<file path="src/rtl/usb_pkg.sv">
// Shared constants and types for the USB receive path: sync bytes, type tag,
// error codes and the packet receiver state encoding.
package usb_pkg;

    localparam logic [7:0] SYNC_0   = 8'h55;
    localparam logic [7:0] SYNC_1   = 8'hAA;
    localparam logic [3:0] TYPE_TAG = 4'hA;

    typedef enum logic [1:0] {
        ERR_OK   = 2'd0,
        ERR_TMO  = 2'd1,
        ERR_LEN  = 2'd2,
        ERR_CSUM = 2'd3
    } err_t;

    typedef enum logic [3:0] {
        ST_IDLE,
        ST_HUNT,
        ST_SYNC1,
        ST_TYPE,
        ST_LENH,
        ST_LENL,
        ST_DATA,
        ST_CSUM,
        ST_DONE
    } state_t;

    // A length is usable when it is non-zero and fits the payload buffer.
    function automatic logic len_ok(input logic [15:0] l, input int unsigned max_len);
        return (l != 16'd0) && (32'(l) <= max_len);
    endfunction

endpackage

</file>
<file path="src/rtl/usb_rx_pkt_if.sv">
// Byte-stream, fs/fd handshake, result and RAM-write signals of the packet
// receiver; master = control sequencer / front end, slave = receiver.
interface usb_rx_pkt_if #(
    parameter int RAM_AW = 12
);
    logic              fs;
    logic              fd;
    logic [RAM_AW-1:0] ram_init;
    logic [7:0]        rxd;
    logic              rxd_vld;
    logic [3:0]        btype;
    logic [15:0]       len;
    logic [31:0]       stat;
    logic [1:0]        err;
    logic [RAM_AW-1:0] ram_txa;
    logic [7:0]        ram_txd;
    logic              ram_txen;

    modport master (
        output fs, ram_init, rxd, rxd_vld,
        input  fd, btype, len, stat, err, ram_txa, ram_txd, ram_txen
    );

    modport slave (
        input  fs, ram_init, rxd, rxd_vld,
        output fd, btype, len, stat, err, ram_txa, ram_txd, ram_txen
    );
endinterface

</file>
<file path="src/rtl/usb_rx_tmo.sv">
// Idle timer: reloads to TIMEOUT on every received byte and counts down;
// expired is high once TIMEOUT byte-free cycles have elapsed.
module usb_rx_tmo #(
    parameter int TIMEOUT = 255
) (
    input  logic clk,
    input  logic rst,
    input  logic load,
    output logic expired
);
    localparam int CW = $clog2(TIMEOUT + 1);

    logic [CW-1:0] cnt;

    always_ff @(posedge clk) begin
        if (rst) begin
            cnt <= '0;
        end else if (load) begin
            cnt <= CW'(TIMEOUT);
        end else if (cnt != '0) begin
            cnt <= cnt - 1'b1;
        end
    end

    assign expired = (cnt == '0);
endmodule

</file>
<file path="src/rtl/usb_rx_pkt.sv">
// Packet receiver: sync hunt, header parse, payload write to RAM, fs/fd report.
// Optional trailing checksum byte enabled by defining USB_RX_PKT_CSUM_EN.
//
// state | meaning
// IDLE  | waiting for fs rising; outputs hold last result
// HUNT  | looking for first sync byte 0x55, no timeout
// SYNC1 | 0x55 seen, expecting 0xAA
// TYPE  | expecting type byte (tag 0xA in upper nibble)
// LENH  | expecting length high byte
// LENL  | expecting length low byte, range checked here
// DATA  | payload bytes written to RAM
// CSUM  | expecting checksum byte (checksum build only)
// DONE  | fd high until fs falls
module usb_rx_pkt
    import usb_pkg::*;
#(
    parameter int RAM_AW  = 12,
    parameter int MAX_LEN = 1024,
    parameter int TIMEOUT = 255
) (
    input logic         clk,
    input logic         rst,
    usb_rx_pkt_if.slave bus
);
    state_t            state;
    logic [RAM_AW-1:0] base;
    logic [15:0]       idx;
    logic              fd_q;
    logic [3:0]        btype_q;
    logic [15:0]       len_q;
    logic [31:0]       stat_q;
    err_t              err_q;
    logic [RAM_AW-1:0] txa_q;
    logic [7:0]        txd_q;
    logic              txen_q;
    logic              tmo_exp;
    logic [15:0]       len_full;
    logic              last_byte;

    usb_rx_tmo #(.TIMEOUT(TIMEOUT)) u_tmo (
        .clk     (clk),
        .rst     (rst),
        .load    (bus.rxd_vld),
        .expired (tmo_exp)
    );

    assign len_full  = {len_q[15:8], bus.rxd};
    assign last_byte = (idx == len_q - 16'd1);

`ifdef USB_RX_PKT_CSUM_EN
    logic [7:0] csum_q;

    always_ff @(posedge clk) begin
        if (rst) begin
            csum_q <= '0;
        end else if (bus.rxd_vld && bus.fs) begin
            case (state)
                ST_TYPE:                   csum_q <= bus.rxd;
                ST_LENH, ST_LENL, ST_DATA: csum_q <= csum_q ^ bus.rxd;
                default:                   ;
            endcase
        end
    end
`endif

    always_ff @(posedge clk) begin
        if (rst) begin
            state   <= ST_IDLE;
            base    <= '0;
            idx     <= '0;
            fd_q    <= 1'b0;
            btype_q <= '0;
            len_q   <= '0;
            stat_q  <= '0;
            err_q   <= ERR_OK;
            txa_q   <= '0;
            txd_q   <= '0;
            txen_q  <= 1'b0;
        end else begin
            txen_q <= 1'b0;
            case (state)
                ST_IDLE: begin
                    if (bus.fs && !fd_q) begin
                        base   <= bus.ram_init;
                        err_q  <= ERR_OK;
                        stat_q <= '0;
                        idx    <= '0;
                        state  <= ST_HUNT;
                    end
                end
                ST_DONE: begin
                    if (!bus.fs) begin
                        fd_q  <= 1'b0;
                        state <= ST_IDLE;
                    end
                end
                default: begin
                    // fs dropped mid-packet: abandon quietly, keep results as they are
                    if (!bus.fs) begin
                        state <= ST_IDLE;
                    end else if (bus.rxd_vld) begin
                        case (state)
                            ST_HUNT: begin
                                if (bus.rxd == SYNC_0) state <= ST_SYNC1;
                            end
                            ST_SYNC1: begin
                                if (bus.rxd == SYNC_1)      state <= ST_TYPE;
                                else if (bus.rxd != SYNC_0) state <= ST_HUNT;
                            end
                            ST_TYPE: begin
                                if (bus.rxd[7:4] != TYPE_TAG) begin
                                    state <= ST_HUNT;
                                end else begin
                                    btype_q <= bus.rxd[3:0];
                                    state   <= ST_LENH;
                                end
                            end
                            ST_LENH: begin
                                len_q[15:8] <= bus.rxd;
                                state       <= ST_LENL;
                            end
                            ST_LENL: begin
                                len_q[7:0] <= bus.rxd;
                                if (!len_ok(len_full, MAX_LEN)) begin
                                    err_q <= ERR_LEN;
                                    fd_q  <= 1'b1;
                                    state <= ST_DONE;
                                end else begin
                                    idx   <= '0;
                                    state <= ST_DATA;
                                end
                            end
                            ST_DATA: begin
                                txen_q <= 1'b1;
                                txa_q  <= base + RAM_AW'(idx);
                                txd_q  <= bus.rxd;
                                if (idx < 16'd4) stat_q[{~idx[1:0], 3'b000} +: 8] <= bus.rxd;
                                idx <= idx + 16'd1;
                                if (last_byte) begin
`ifdef USB_RX_PKT_CSUM_EN
                                    state <= ST_CSUM;
`else
                                    fd_q  <= 1'b1;
                                    state <= ST_DONE;
`endif
                                end
                            end
`ifdef USB_RX_PKT_CSUM_EN
                            ST_CSUM: begin
                                err_q <= (bus.rxd == csum_q) ? ERR_OK : ERR_CSUM;
                                fd_q  <= 1'b1;
                                state <= ST_DONE;
                            end
`endif
                            default: state <= ST_IDLE;
                        endcase
                    end else if (tmo_exp && state != ST_HUNT) begin
                        err_q <= ERR_TMO;
                        fd_q  <= 1'b1;
                        state <= ST_DONE;
                    end
                end
            endcase
        end
    end

    assign bus.fd       = fd_q;
    assign bus.btype    = btype_q;
    assign bus.len      = len_q;
    assign bus.stat     = stat_q;
    assign bus.err      = err_q;
    assign bus.ram_txa  = txa_q;
    assign bus.ram_txd  = txd_q;
    assign bus.ram_txen = txen_q;
endmodule

</file>
<file path="src/flat_wrapper.sv">
// flat-port wrapper written by rule: the top's interface ports become plain ports
module usb_rx_pkt_flat import usb_pkg::*;
#(
    parameter int RAM_AW  = 12,
    parameter int MAX_LEN = 1024,
    parameter int TIMEOUT = 255
)
  (clk, rst, bus_fs, bus_ram_init, bus_rxd, bus_rxd_vld, bus_fd, bus_btype, bus_len, bus_stat, bus_err, bus_ram_txa, bus_ram_txd, bus_ram_txen);
  usb_rx_pkt_if #(.RAM_AW(RAM_AW)) bus_i ();
  input logic clk;
  input logic rst;
  input wire logic [$bits(bus_i.fs)-1:0] bus_fs;
  input wire logic [$bits(bus_i.ram_init)-1:0] bus_ram_init;
  input wire logic [$bits(bus_i.rxd)-1:0] bus_rxd;
  input wire logic [$bits(bus_i.rxd_vld)-1:0] bus_rxd_vld;
  output wire logic [$bits(bus_i.fd)-1:0] bus_fd;
  output wire logic [$bits(bus_i.btype)-1:0] bus_btype;
  output wire logic [$bits(bus_i.len)-1:0] bus_len;
  output wire logic [$bits(bus_i.stat)-1:0] bus_stat;
  output wire logic [$bits(bus_i.err)-1:0] bus_err;
  output wire logic [$bits(bus_i.ram_txa)-1:0] bus_ram_txa;
  output wire logic [$bits(bus_i.ram_txd)-1:0] bus_ram_txd;
  output wire logic [$bits(bus_i.ram_txen)-1:0] bus_ram_txen;
  assign bus_i.fs = bus_fs;
  assign bus_i.ram_init = bus_ram_init;
  assign bus_i.rxd = bus_rxd;
  assign bus_i.rxd_vld = bus_rxd_vld;
  assign bus_fd = bus_i.fd;
  assign bus_btype = bus_i.btype;
  assign bus_len = bus_i.len;
  assign bus_stat = bus_i.stat;
  assign bus_err = bus_i.err;
  assign bus_ram_txa = bus_i.ram_txa;
  assign bus_ram_txd = bus_i.ram_txd;
  assign bus_ram_txen = bus_i.ram_txen;
  usb_rx_pkt #(.RAM_AW(RAM_AW), .MAX_LEN(MAX_LEN), .TIMEOUT(TIMEOUT)) u_core (.clk(clk), .rst(rst), .bus(bus_i));
endmodule
</file>
<file path="config.mk">
export PLATFORM = sky130hd
export DESIGN_NAME = usb_rx_pkt_flat
export DESIGN_NICKNAME = d
export VERILOG_FILES = /design/src/rtl/usb_pkg.sv /design/src/rtl/usb_rx_pkt_if.sv /design/src/rtl/usb_rx_tmo.sv /design/src/rtl/usb_rx_pkt.sv /design/src/flat_wrapper.sv
export SDC_FILE = /design/constraint.sdc
export NUM_CORES = 1
export LEC_CHECK = 0
export CORE_MARGIN = 8
export CORE_UTILIZATION = 41
export DETAILED_ROUTE_END_ITERATION = 8
export GPL_TIMING_DRIVEN = 0
export HOLD_SLACK_MARGIN = 0.1
export SLEW_MARGIN = 20
export SYNTH_ARGS = -nofsm -noshare
export SYNTH_HDL_FRONTEND = slang
export SYNTH_SLANG_ARGS = --single-unit
</file>
<file path="constraint.sdc">
create_clock -name clk -period 3.4 [get_ports clk]
set_input_delay 0.68 -clock clk [delete_from_list [all_inputs] [get_ports clk]]
set_output_delay 0.68 -clock clk [all_outputs]
set_load 0.1 [all_outputs]
</file>
==> flow_summary.yaml, run 1 <==
status:
  run_status: "complete, no violations"
worst_setup_path:
  worst_path_max_delay_cell: "or4_4"
  critPathKind: "flip-flop to flip-flop"
  worstPathRequired_ns: 3.74
  crit_path_start_kind: "flip-flop"
  crit_buf_inv: 0
  reg2reg_setup_slack_ns: 0.11
  crit_arrival_ns: 3.63
  cp-end-kind: "flip-flop"
  crit_fanout: 8
  crit_family: "simple AND/OR/NAND/NOR gates"
  crit_top_cell: "or4_4"
  path_cells: "or4_4, or3_4, or4_1, a221o_1, or4_4, nand2_1, o2111ai_1, a211oi_2"
  cpPeakStageDelay_ns: 0.58
global_routing:
  grt_pass1_wl_microns: 29300
  grt_pass1_vias: 5734
  grt.total_usage: 0.203
  antenna_found_initial: 0
  grt_max_degree: 17
  grt_overflow: 0
sta:
  rsz0062_at_grt: "false"
  fin_crit_sh: 0.967
  setup_viol: 0
  clock_skew_ns: 0.00787
  holdWs_ns: 0.451
  drv_slew: 0
  fin_ws_ns: 0.112
  hold_violations: 0
  max_freq_mhz: 304
  slew_headroom: 0.328
  fin_crit_ns: 3.29
  worst_pin_slew_ns: 1.00
power:
  ir_drop_mv: 0.438
  pwr-share-clk: 0.464
  total_power_w: 0.00388
  p_per_area_nw_per_um2: 507
  swShare: 0.289
  combPwrFrac: 0.166
  p_leak_nw: 2.92
  p_sw_w: 0.00112
  seq_power_share: 0.370
  internal_power_w: 0.00276
routing:
  antenna_left: 0
  post_drt_wl_per_cell_microns: 17.7
  dr.pass1.iters: 7
  drc: 0
  dr_total_vias: 5895
  routed_via_density: 5.60
  routed_wl_microns: 18600
  drt_iter0_drc: 419
finish:
  drive_gt1_frac: 0.0576
  multiInputGateArea_sq_um: 3340
  layout_common_cells: "nand2_1 (114), dfxtp_1 (112), clkdlybuf4s50_1 (93)"
  fin_util: 0.537
  syn2layout_area_growth_pct: 30.0
  post-route-cell-area_sq_um: 7650
  fillers: 1332
  final_common_cell: "nand2_1"
  antenna_cells: 0
  finalNetCount: 900
  final-seq-area_sq_um: 2330
clock_tree:
  path_clk_slew_ns: 0.05
  ctsLongestPathBuffers: 2
  cts_made_buffers: 17
  cts_tree: "yes"
  clkSinkCount: 116
  cts_root_buffer: "clkbuf_16"
  insertion_delay_ns: 0.41
  postCtsSetupRepairBufs: 0
  htreeDepth: 4
synth:
  synth_edf_count: 0
  synthFlopType: "dfxtp_1"
  syn_nets: 789
  yosysWarningCount: 0
  synth_area_per_cell_sq_um: 7.88
  async_flop_share: 0
  ys_ff_latch: 116
  synth_cell_type_count: 60
  syn_area_sq_um: 5890
  synth-seq-area-share: 0.394
  synthCells: 747
flow_run:
  maxCapViolations: 0
floorplan:
  die_h_microns: 136
  rows: 44
  coreArea_sq_um: 14300
  start_util: 0.413
  dieArea_sq_um: 18500
  dieWidth_microns: 136
  ioPinCount: 100
placed_design:
  dp_hpwl_microns: 13400
  io_buffer_count: 93
  pre_cts_slack_ns: -0.375
  dpl_cell_area_sq_um: 7050
  place_congestion: 0.951
min_path:
  hp-class: "flip-flop to flip-flop"
flip-flops by register name (all words and copies together) (netlist names), 2 cells and up:
name / cells
u_core.base: 12
u_core.state: 4
u_core.idx: 16
u_core.bus.len: 16
u_core.bus.stat: 32
u_core.bus.ram_txd: 8
u_core.bus.err: 2
u_core.bus.btype: 4
u_core.u_tmo.cnt: 8
u_core.bus.ram_txa: 12
through the flow:
| step | std cells | TNS (ns) |
|---|---|---|
| 2_1_floorplan | 747 | 0 |
| 3_3_place_gp | 1024 | -5.41 |
| 3_5_place_dp | 1024 | -5.63 |
| 4_1_cts | 1053 | 0 |
| 5_1_grt | 1052 | 0 |
| 6_report | 1052 | 0 |
cell families after synthesis:
logic type,after synthesis,share of synthesized area
xor gates and xnor gates,40,0.0595
buffers and inverters,63,0.0404
AOI/OAI and AO/OA,150,0.152
DFF,116,0.394
adders and majority gates,18,0.0395
muxes,23,0.0391
and+or+nand+nor,337,0.275
routing by layer:
| layer | track usage | share of wire | vias to the layer above | wire length, microns |
|---|---|---|---|---|
| met5 | 0 | 0 | - | 0 |
| met4 | 0.0703 | 0.020 | 0 | 374 |
| met3 | 0.0606 | 0.063 | 32 | 1180 |
| met2 | 0.338 | 0.47 | 216 | 8800 |
| met1 | 0.242 | 0.44 | 2817 | 8290 |
| li1 | - | - | 2830 | - |
path summary, 6_finish.rpt:
kind                             from                  end  depth (start not counted)
hold / removal    u_core.bus.stat[21]  u_core.bus.stat[21]                          2
setup / recovery    u_core.bus.len[3]        u_core.bus.fd                          8
setup reg to reg    u_core.bus.len[3]        u_core.bus.fd                          8
hold reg to reg   u_core.bus.stat[21]  u_core.bus.stat[21]                          2
synthesized netlist by cell type (13+ instances only):
master    instances  share of area
xnor2_1          22          0.033
mux2i_1          23          0.039
inv_1            15         0.0096
nor2_1           67          0.043
clkbuf_1         41          0.026
nor3_1           18          0.015
dfxtp_1         116           0.39
nand2_1         114          0.073
nand3_1          50          0.042
xor2_1           18          0.027
ha_1             17          0.036
a21oi_1          88          0.075
or4_1            13          0.017
timing repair:
| action | 4_1_cts | 5_1_grt |
|---|---|---|
| gates resized for setup | 1 | 4 |
| hold buffers | 0 | 0 |
| setup endpoints to repair | 1 | 18 |
worst min-delay path, delay by kind of cell, from the launching register on:
family,cells,cell delay (ns)
AOI/OAI and AO/OA,1,0.05
DFF,1,0.30
and+or+nand+nor,1,0.05
power groups by stage:
stage	logic, W	registers [W]	clock network [W]
floorplan	0.000389	0.00152	0
global placement	0.000626	0.00146	0
detailed placement	0.000634	0.00146	0
CTS	0.000636	0.00144	0.00181
global route	0.000701	0.00144	0.00189
finish	0.000645	0.00144	0.00180
layout make-up:
type | count | share of cell area
Buffer | 46 | 0.0229
Clock inverter | 10 | 0.0175
Multi-Input combinational cell | 568 | 0.437
Clock buffer | 19 | 0.0592
Tap cell | 184 | 0.0301
Inverter | 16 | 0.00785
Sequential cell | 116 | 0.304
Timing Repair Buffer | 93 | 0.122
Power figures use the tool's default switching activity.
==> run 2, diff against run 1 <==
--- a/config.mk
+++ b/config.mk
@@ -10,6 +10,7 @@
 export DETAILED_ROUTE_END_ITERATION = 8
 export GPL_TIMING_DRIVEN = 0
 export HOLD_SLACK_MARGIN = 0.1
+export SKIP_CTS_REPAIR_TIMING = 1
 export SLEW_MARGIN = 20
 export SYNTH_ARGS = -nofsm -noshare
 export SYNTH_HDL_FRONTEND = slang
==> constraint.sdc (replaced) <==
create_clock -name clk -period 3.4 [get_ports clk]
set_input_delay 0.51 -clock clk [delete_from_list [all_inputs] [get_ports clk]]
set_output_delay 0.51 -clock clk [all_outputs]
set_load 0.1 [all_outputs]
==> run 2 against run 1 <==
  * Sequential share of layout area about the same
  * Largest cell class unchanged
  * Die area unchanged
  * Cell count about the same
  * Fmax down 0.38%
  * Critical endpoint unchanged
  * Wire length up 0.21%
  * Clock skew about the same
  * Largest power group unchanged
  * Clock power about the same
  * Worst setup slack worse by 0.012 ns
==> flow_summary.yaml, run 2 (synthesized netlist as in run 1, its figures left out) <==
status:
  run_status: "complete, no violations"
routing:
  drt_iter0_drc: 438
  post_drt_wl_per_cell_microns: 17.7
  drc: 0
  dr.pass1.iters: 9
  routed_wl_microns: 18700
  antenna_left: 0
  routed_via_density: 5.58
  dr_total_vias: 5876
power:
  total_power_w: 0.00388
  combPwrFrac: 0.166
  internal_power_w: 0.00276
  p_sw_w: 0.00112
  pwr-share-clk: 0.463
  seq_power_share: 0.370
  ir_drop_mv: 0.438
  p_leak_nw: 2.91
  swShare: 0.288
  p_per_area_nw_per_um2: 507
worst_setup_path:
  crit_path_start_kind: "flip-flop"
  worstPathRequired_ns: 3.74
  cp-end-kind: "flip-flop"
  crit_arrival_ns: 3.64
  crit_fanout: 8
  ff2ff_path_depth: 8
  critPathKind: "flip-flop to flip-flop"
  timing.rr.start: "u_core.bus.len[3]"
  reg2reg_setup_slack_ns: 0.1
  reg2reg_to: "u_core.bus.fd"
sta:
  slew_headroom: 0.332
  fin_crit_ns: 3.30
  drv_slew: 0
  fin_crit_sh: 0.971
  worst_pin_slew_ns: 0.999
  fin_ws_ns: 0.0991
  holdWs_ns: 0.453
  rsz0062_at_grt: "false"
  clock_skew_ns: 0.00811
  setup_tns_ns: 0
  setup_viol: 0
  max_freq_mhz: 303
  hold_violations: 0
global_routing:
  grt_max_degree: 17
  grt_pass1_wl_microns: 29300
  grt_pass1_vias: 5717
  antenna_found_initial: 0
  grt_overflow: 0
  grt.total_usage: 0.203
finish:
  antenna_cells: 0
  fin_util: 0.537
  syn2layout_area_growth_pct: 30.0
  largest_reg_flops: 32
  multiInputGateArea_sq_um: 3340
  final-seq-area_sq_um: 2330
  final_common_cell: "nand2_1"
  drive_gt1_frac: 0.0552
  layout_common_cells: "nand2_1 (114), dfxtp_1 (112), clkdlybuf4s50_1 (93)"
  fillers: 1334
  finalNetCount: 901
floorplan:
  ioPinCount: 100
  die_h_microns: 136
  dieArea_sq_um: 18500
  dieWidth_microns: 136
  start_util: 0.413
  coreArea_sq_um: 14300
  rows: 44
clock_tree:
  htreeDepth: 4
  cts_root_buffer: "clkbuf_16"
  cts_tree: "yes"
  ctsLongestPathBuffers: 2
  cts_made_buffers: 17
  insertion_delay_ns: 0.42
  path_clk_slew_ns: 0.05
  clkSinkCount: 116
placed_design:
  io_buffer_count: 93
  dp_hpwl_microns: 13400
  place_congestion: 0.951
  pre_cts_slack_ns: -0.205
flow_run:
  maxCapViolations: 0
min_path:
  holdPathStages: 2
  hp-class: "flip-flop to flip-flop"
  hold_end: "u_core.bus.ram_txa[5]"
  min_from: "u_core.bus.ram_txa[5]"
==> run 2: cell count changes in the layout (fill, tap and decap cells not counted), sizes merged <==
cell / change
buf: +1
==> run 2: layout make-up <==
type                    count  share of cell area
clock inverters            10              0.0175
repair buffers             93               0.122
multi-input cells         568               0.436
plain buffers              47              0.0232
well taps                 184              0.0301
clock buffers              19              0.0592
inverters                  16             0.00785
flip-flops and latches    116               0.304
==> run 2: critical path, stage by stage, from the launching register on <==
cell       delay (ns)
dfxtp_2          0.36
or4_4            0.56
or3_4            0.41
or4_1            0.41
a221o_1          0.36
or4_4            0.58
nand2_1          0.11
o2111ai_1        0.18
a211oi_2         0.25
==> run 2: worst max path at each step <==
stage	start	end	slack, ns	cells after the start
3_3_place_gp	bus_rxd[0]	u_core.idx[2]	-0.19	9
6_report	u_core.bus.len[3]	u_core.bus.fd	0.1	8
2_1_floorplan	u_core.bus.len[8]	u_core.state[0]	0.005	8
3_5_place_dp	bus_rxd[0]	u_core.idx[15]	-0.20	9
4_1_cts	u_core.bus.len[3]	u_core.state[1]	-0.005	8
5_1_grt	u_core.bus.len[3]	u_core.bus.fd	0.01	8
==> run 2: power groups by stage <==
stage | registers, W | logic, W | clock network [W]
2_1_floorplan | 0.00152 | 0.000389 | 0
3_3_place_gp | 0.00146 | 0.000626 | 0
3_5_place_dp | 0.00146 | 0.000634 | 0
4_1_cts | 0.00144 | 0.000636 | 0.00181
5_1_grt | 0.00144 | 0.000700 | 0.00189
6_report | 0.00144 | 0.000646 | 0.00180
==> run 2: per-stage QoR <==
| stage | cell area [sq um] | std cells |
|---|---|---|
| floorplan | 5890 | 747 |
| global placement | 7050 | 1024 |
| detailed placement | 7050 | 1024 |
| CTS | 7640 | 1053 |
| global route | 7650 | 1053 |
| finish | 7650 | 1053 |
==> run 2: per-layer routing <==
metal	share of wire	track usage	vias to the layer above	wire [microns]
met2	0.47	0.339	209	8820
met4	0.020	0.0660	0	374
met5	0	0	-	0
li1	-	-	2833	-
met3	0.073	0.0602	33	1360
met1	0.44	0.243	2801	8130
